===== config.mk =====
export PLATFORM = sky130hd
export DESIGN_NAME = cp0_exc_ctrl
export DESIGN_NICKNAME = d
export VERILOG_FILES = /design/src/rtl/cp0_pkg.sv /design/src/rtl/irq_sync.sv /design/src/rtl/cp0_exc_ctrl.sv
export SDC_FILE = /design/constraint.sdc
export NUM_CORES = 1
export LEC_CHECK = 0
export ABC_CLOCK_PERIOD_IN_PS = 3300
export CAP_MARGIN = 20
export CORE_ASPECT_RATIO = 0.9
export CORE_UTILIZATION = 35
export DETAILED_ROUTE_END_ITERATION = 10
export GPL_ROUTABILITY_DRIVEN = 0
export PLACE_DENSITY = 0.83
export SYNTH_ARGS = -nofsm -noshare
export SYNTH_HDL_FRONTEND = slang
export SYNTH_SLANG_ARGS = --single-unit

===== constraint.sdc =====
create_clock -name Clk -period 3.3 [get_ports Clk]
set_input_delay 0.99 -clock Clk [delete_from_list [all_inputs] [get_ports Clk]]
set_output_delay 0.99 -clock Clk [all_outputs]
set_load 0.02 [all_outputs]

===== src/rtl/cp0_pkg.sv =====
// rtl/cp0_pkg.sv - CP0 register numbers, exception codes and bit positions
package cp0_pkg;

    localparam logic [4:0] EXC_INT = 5'd0;
    localparam logic [4:0] EXC_SYS = 5'd8;
    localparam logic [4:0] EXC_RI  = 5'd10;
    localparam logic [4:0] EXC_OV  = 5'd12;

    localparam logic [4:0] REG_STATUS = 5'd12;
    localparam logic [4:0] REG_CAUSE  = 5'd13;
    localparam logic [4:0] REG_EPC    = 5'd14;

    localparam int ST_IE         = 0;
    localparam int ST_EXL        = 1;
    localparam int ST_IM_LSB     = 8;
    localparam int CAUSE_EXC_LSB = 2;
    localparam int CAUSE_IP_LSB  = 8;

    typedef enum logic {
        RUN     = 1'b0,
        HANDLER = 1'b1
    } cp0_state_e;

endpackage


===== src/rtl/irq_sync.sv =====
// rtl/irq_sync.sv - parameterized-width two-flop synchronizer
module irq_sync #(
    parameter int WIDTH = 4
) (
    input  logic             clk,
    input  logic             rst_n,
    input  logic [WIDTH-1:0] d,
    output logic [WIDTH-1:0] q
);

    logic [WIDTH-1:0] meta;

    always_ff @(posedge clk or negedge rst_n) begin
        if (!rst_n) begin
            meta <= '0;
            q    <= '0;
        end else begin
            meta <= d;
            q    <= meta;
        end
    end

endmodule


===== src/rtl/cp0_exc_ctrl.sv =====
// rtl/cp0_exc_ctrl.sv - CP0 Status/Cause/EPC with exception and interrupt control
module cp0_exc_ctrl
    import cp0_pkg::*;
#(
    parameter int          NUM_IRQ = 4,
    parameter logic [31:0] EXC_VEC = 32'h0000_0008
) (
    input  logic               Clk,
    input  logic               Clrn,
    input  logic [NUM_IRQ-1:0] irq,
    input  logic [31:0]        pc,
    input  logic               ov,
    input  logic               sys,
    input  logic               unimpl,
    input  logic               mtc0,
    input  logic               mfc0,
    input  logic               eret,
    input  logic [4:0]         c0_rd,
    input  logic [31:0]        c0_wdata,
    output logic [31:0]        c0_rdata,
    output logic               redirect,
    output logic [31:0]        target,
    output logic               kill,
    output logic [31:0]        status,
    output logic [31:0]        cause,
    output logic [31:0]        epc
);

    cp0_state_e         state_q, state_d;
    logic               ie_q;
    logic [NUM_IRQ-1:0] im_q;
    logic [NUM_IRQ-1:0] ip_q;
    logic [NUM_IRQ-1:0] irq_s;
    logic [4:0]         exc_q;
    logic [31:0]        epc_q;

    logic               exl;
    logic               int_pend;
    logic               take_int;
    logic               exc_taken;
    logic [4:0]         exc_code;
    logic               wr_status;
    logic               wr_epc;

    irq_sync #(.WIDTH(NUM_IRQ)) u_irq_sync (
        .clk   (Clk),
        .rst_n (Clrn),
        .d     (irq),
        .q     (irq_s)
    );

    // EXL is held by the FSM state rather than a separate flop
    assign exl       = (state_q == HANDLER);
    assign int_pend  = ie_q & ~exl & (|(ip_q & im_q));
    assign take_int  = int_pend & ~eret & ~mtc0;
    assign exc_taken = unimpl | sys | ov | take_int;
    assign wr_status = mtc0 & (c0_rd == REG_STATUS) & ~exc_taken;
    assign wr_epc    = mtc0 & (c0_rd == REG_EPC) & ~exc_taken;

    always_comb begin
        exc_code = EXC_INT;
        if (unimpl)   exc_code = EXC_RI;
        else if (sys) exc_code = EXC_SYS;
        else if (ov)  exc_code = EXC_OV;
    end

    always_ff @(posedge Clk or negedge Clrn) begin
        if (!Clrn) state_q <= RUN;
        else       state_q <= state_d;
    end

    always_comb begin
        state_d = state_q;
        case (state_q)
            RUN: begin
                if (exc_taken)                          state_d = HANDLER;
                else if (wr_status && c0_wdata[ST_EXL]) state_d = HANDLER;
            end
            HANDLER: begin
                if (exc_taken)                           state_d = HANDLER;
                else if (eret)                           state_d = RUN;
                else if (wr_status && !c0_wdata[ST_EXL]) state_d = RUN;
            end
            default: state_d = RUN;
        endcase
    end

    always_comb begin
        redirect = 1'b0;
        kill     = 1'b0;
        target   = '0;
        if (Clrn) begin
            if (exc_taken) begin
                redirect = 1'b1;
                kill     = 1'b1;
                target   = EXC_VEC;
            end else if (eret) begin
                redirect = 1'b1;
                target   = epc_q;
            end
        end
    end

    always_ff @(posedge Clk or negedge Clrn) begin
        if (!Clrn) begin
            ie_q  <= 1'b0;
            im_q  <= '0;
            ip_q  <= '0;
            exc_q <= '0;
            epc_q <= '0;
        end else begin
            ip_q <= irq_s;
            if (wr_status) begin
                ie_q <= c0_wdata[ST_IE];
                im_q <= c0_wdata[ST_IM_LSB +: NUM_IRQ];
            end
            if (exc_taken) exc_q <= exc_code;
            // nested events keep the EPC of the outermost one
            if (exc_taken && !exl) epc_q <= pc;
            else if (wr_epc)       epc_q <= c0_wdata;
        end
    end

    always_comb begin
        status                             = '0;
        status[ST_IE]                      = ie_q;
        status[ST_EXL]                     = exl;
        status[ST_IM_LSB +: NUM_IRQ]       = im_q;
        cause                              = '0;
        cause[CAUSE_EXC_LSB +: 5]          = exc_q;
        cause[CAUSE_IP_LSB +: NUM_IRQ]     = ip_q;
        epc                                = epc_q;
    end

    always_comb begin
        c0_rdata = '0;
        if (Clrn && mfc0) begin
            case (c0_rd)
                REG_STATUS: c0_rdata = status;
                REG_CAUSE:  c0_rdata = cause;
                REG_EPC:    c0_rdata = epc;
                default:    c0_rdata = '0;
            endcase
        end
    end

endmodule

==> impl_metrics.prom <==
# TYPE chip_impl_metric gauge
chip_impl_metric{name="yosys_register_bits",unit=""} 53
chip_impl_info{name="worst_path_dominant_cell_family",value="simple AND/OR/NAND/NOR gates"} 1
chip_impl_metric{name="average_wire_per_standard_cell",unit="um"} 16.3
chip_impl_info{name="cpMaxStageDelayCell",value="sky130_fd_sc_hd__or4b_4"} 1
chip_impl_metric{name="yosysWarningCount",unit=""} 0
chip_impl_info{name="final_cell_mix",value="sky130_fd_sc_hd__clkdlybuf4s50_1, sky130_fd_sc_hd__dfrtp_1, sky130_fd_sc_hd__conb_1, sky130_fd_sc_hd__nand2_1, sky130_fd_sc_hd__o21ai_0"} 1
chip_impl_metric{name="cts_htree_levels",unit=""} 2
chip_impl_metric{name="post_drt_via_cell_ratio",unit=""} 4.81
chip_impl_metric{name="routed_wirelength",unit="um"} 11400
chip_impl_info{name="critical_hold_path_startpoint",value="u_irq_sync.q[2]"} 1
chip_impl_metric{name="yosysTopAreaCellShare",unit="%"} 40.4
chip_impl_metric{name="routed-via-count",unit=""} 3370
chip_impl_metric{name="rows",unit=""} 33
chip_impl_metric{name="antenna-diode-count",unit=""} 0
chip_impl_info{name="grt_setup_unrepaired",value="false"} 1
chip_impl_info{name="synthTopCellsByArea",value="sky130_fd_sc_hd__dfrtp_1, sky130_fd_sc_hd__buf_4, sky130_fd_sc_hd__and2_1, sky130_fd_sc_hd__o21ai_0, sky130_fd_sc_hd__nand2_1"} 1
chip_impl_metric{name="finish.cell_count_without_fillers",unit=""} 701
chip_impl_metric{name="irDropWorstVdd",unit="mV"} 0.186
chip_impl_metric{name="fp.dieW",unit="um"} 104
chip_impl_info{name="root_buffer_master",value="sky130_fd_sc_hd__clkbuf_8"} 1
chip_impl_metric{name="final_worst_path_cycle_share",unit="%"} 98.5
chip_impl_metric{name="core_area",unit="um^2"} 9130
chip_impl_metric{name="place_hpwl",unit="um"} 7830
chip_impl_metric{name="critical_path_peak_fanout",unit=""} 4
chip_impl_info{name="hold_path.class",value="flip-flop to flip-flop"} 1
chip_impl_metric{name="globalRouteTotalUtil",unit="%"} 22.9
chip_impl_metric{name="synth.yosys.seq_area_share",unit="%"} 40.4
chip_impl_metric{name="fp.dieArea",unit="um^2"} 9780
chip_impl_metric{name="setup-violations-final",unit=""} 0
chip_impl_metric{name="worst-r2r-setup-slack",unit="ns"} 1.05
chip_impl_info{name="r2r-end",value="epc[28]"} 1
chip_impl_metric{name="grt_start_max_net_pins",unit=""} 37
chip_impl_metric{name="clk-insertion-delay-late",unit="ns"} 0.31
chip_impl_info{name="crit_type",value="input pin to output pin"} 1
chip_impl_metric{name="worst-slew-pin-transition",unit="ns"} 0.609
chip_impl_metric{name="layout-drive-gt1-share",unit="%"} 28.0
chip_impl_metric{name="io_pins",unit=""} 243
chip_impl_metric{name="synth_cell_types",unit=""} 33
chip_impl_metric{name="clockBufferDepth",unit=""} 2
chip_impl_metric{name="achievable-frequency",unit="MHz"} 308
chip_impl_metric{name="cp.required",unit="ns"} 2.31
chip_impl_metric{name="postRouteAntennaNets",unit=""} 0
chip_impl_metric{name="max-slew-margin-rel",unit="%"} 59.3
chip_impl_info{name="synth_top_area_cell",value="sky130_fd_sc_hd__dfrtp_1"} 1
chip_impl_info{name="worstSetupStartpointType",value="input pin"} 1
chip_impl_metric{name="die_height",unit="um"} 93.9
chip_impl_metric{name="area_of_the_multi_input_gates",unit="um^2"} 1720
chip_impl_metric{name="finalPower",unit="mW"} 1.96
chip_impl_metric{name="placement.io_buffers",unit=""} 191
chip_impl_metric{name="r2r.worst_path.cells",unit=""} 6
chip_impl_metric{name="path_clk_slew",unit="ns"} 0.11
chip_impl_metric{name="first_global_vias",unit=""} 3301
chip_impl_metric{name="layout_filler_cell_count",unit=""} 765
chip_impl_metric{name="overflow",unit=""} 0
chip_impl_metric{name="initial_core_util",unit="%"} 36.0
chip_impl_metric{name="cts-buffers-inserted",unit=""} 5
chip_impl_info{name="rr_startpoint",value="exl"} 1
chip_impl_metric{name="cap_viol_max_count",unit=""} 0
chip_impl_metric{name="timing.critical_path.arrival",unit="ns"} 2.26
chip_impl_metric{name="detail_route.iter0.violations",unit=""} 138
chip_impl_metric{name="finalHoldViolCount",unit=""} 0
chip_impl_info{name="status",value="completed"} 1
chip_impl_metric{name="post_synthesis_to_final_layout_area_growth",unit="%"} 68.1
chip_impl_metric{name="leakagePower",unit="nW"} 2.51
chip_impl_metric{name="timing.hold.worst_path_depth",unit=""} 0
chip_impl_metric{name="cellPowerDensity",unit="nW/um^2"} 355
chip_impl_metric{name="grt_antenna_before_repair",unit=""} 0
chip_impl_metric{name="drt_drc_violations_left",unit=""} 0
chip_impl_metric{name="period_needed",unit="ns"} 3.25
chip_impl_metric{name="timing.critical_path.slowest_cell_delay",unit="ns"} 0.50
chip_impl_metric{name="setup_tns_final",unit="ns"} 0
chip_impl_metric{name="dpl.cell_count",unit=""} 679
chip_impl_info{name="crit_chain",value="dlygate4sd2_1, or4b_4, a21oi_4, nor2b_4, a21boi_1, buf_4"} 1
chip_impl_info{name="critPathCaptureType",value="output pin"} 1
chip_impl_metric{name="netlist_instances",unit=""} 370
chip_impl_metric{name="numnets_final",unit=""} 659
chip_impl_metric{name="clock-skew-final",unit="ns"} 0.00435
chip_impl_info{name="cts_tree",value="built"} 1
chip_impl_metric{name="critical_path.n_buffers_inverters",unit=""} 2
chip_impl_metric{name="mappedNetlistArea",unit="um^2"} 3290
chip_impl_metric{name="dr.pass1.iters",unit=""} 4
chip_impl_metric{name="clkSinkCount",unit=""} 53
chip_impl_metric{name="global_route_wire_length_before_repair",unit="um"} 17300
chip_impl_metric{name="syn_avg_cell_area",unit="um^2"} 8.88
chip_impl_metric{name="max_slew_violation_count",unit=""} 0
chip_impl_info{name="hold-path-endpoint",value="ip_q[2]"} 1
chip_impl_info{name="layout_commonest_cell",value="sky130_fd_sc_hd__clkdlybuf4s50_1"} 1
chip_impl_metric{name="sequential_cell_area",unit="um^2"} 1330
per-layer routing:
| layer | global-route usage, % | routed length (um) | up-vias | share of wire (%) |
|---|---|---|---|---|
| met3 | 4.30 | 625 | 21 | 5.5 |
| met4 | 7.02 | 235 | 0 | 2.1 |
| met1 | 28.0 | 4640 | 1649 | 41 |
| li1 | - | - | 1555 | - |
| met2 | 40.9 | 5940 | 145 | 52 |
| met5 | 0 | 0 | - | 0 |
synthesized netlist by cell type, drive strengths merged:
library cell / n
a21o: 1
inv: 3
nor3: 1
a22oi: 5
nor2: 17
o21ai: 45
and3: 1
nor3b: 1
nand2: 46
and4bb: 1
a21oi: 5
and2: 54
a31oi: 1
a21boi: 2
clkbuf: 15
o21a: 1
buf: 62
dfrtp: 53
nand3: 2
or2: 2
mux2: 5
nand4: 2
mux2i: 16
o211ai: 22
or4b: 1
conb: 1
nor2b: 4
and4: 1
state kept, by name (all words and copies together), names as in the netlist:
register         count
im_q                 4
u_irq_sync.q         4
exl                  1
ip_q                 4
ie_q                 1
u_irq_sync.meta      4
exc_q                3
epc                 32
logic make-up (layout without fill, tap and decap cells):
family / after synthesis / after routing / synth area share, %
simple gates: 133 / 133 / 21.2
compound gates: 82 / 82 / 15.2
buf+inv: 80 / 239 / 16.5
flops: 53 / 53 / 40.4
mux: 21 / 21 / 6.59
other cells: 1 / 51 / 0.114
power by group:
part	internal (mW)	switching, mW
combinational	0.347	0.347
clock	0.155	0.239
sequential	0.753	0.123
worst max path at each step:
stage / start / end / slack, ns / cells past startpoint
2_1_floorplan: c0_rd[0] / c0_rdata[12] / 0.07 / 6
3_3_place_gp: c0_rd[0] / c0_rdata[16] / -0.65 / 7
3_5_place_dp: c0_rd[0] / c0_rdata[17] / -0.69 / 7
4_1_cts: c0_rd[3] / c0_rdata[17] / 0.0002 / 9
5_1_grt: unimpl / target[15] / 0.002 / 7
6_report: mtc0 / target[3] / 0.05 / 6
worst register-to-register path: stages, from the launching register on:
cell and delay [ns]:
sky130_fd_sc_hd__dfrtp_1 0.47, sky130_fd_sc_hd__or4b_4 0.58, sky130_fd_sc_hd__a21oi_4 0.16, sky130_fd_sc_hd__buf_4 0.36, sky130_fd_sc_hd__or2_1 0.22, sky130_fd_sc_hd__buf_4 0.21, sky130_fd_sc_hd__o211ai_1 0.12
layout make-up:
type / instances / area share [%]
clock buffers: 5 / 1.25
clock inverters: 3 / 0.453
inverters: 3 / 0.204
multi-input cells: 287 / 31.1
flip-flops and latches: 53 / 24.0
well taps: 122 / 2.76
repair buffers: 228 / 40.2
stage by stage:
stage / cell area [um^2] / worst slack (ns) / hold slack, ns / util, %
after global placement: 5210 / -0.646 / 0.333 / 57.1
after global routing: 5520 / 0.00190 / 0.370 / 60.5
after detailed placement: 5220 / -0.689 / 0.335 / 57.2
final: 5520 / 0.0506 / 0.358 / 60.5
after floorplan: 3470 / 0.0747 / 0.331 / -
after CTS: 5530 / 0.000186 / 0.360 / 60.6
repair_timing:
| action | in CTS | in global routing |
|---|---|---|
| resized for setup | 379 | 18 |
| pin swaps | 8 | 6 |
| gates cloned | 5 | 0 |
| setup endpoints to repair | 66 | 37 |
| buffers inserted | 10 | 2 |
| hold buffers | 0 | 0 |
No activity file was read; power rests on OpenSTA's default activity.
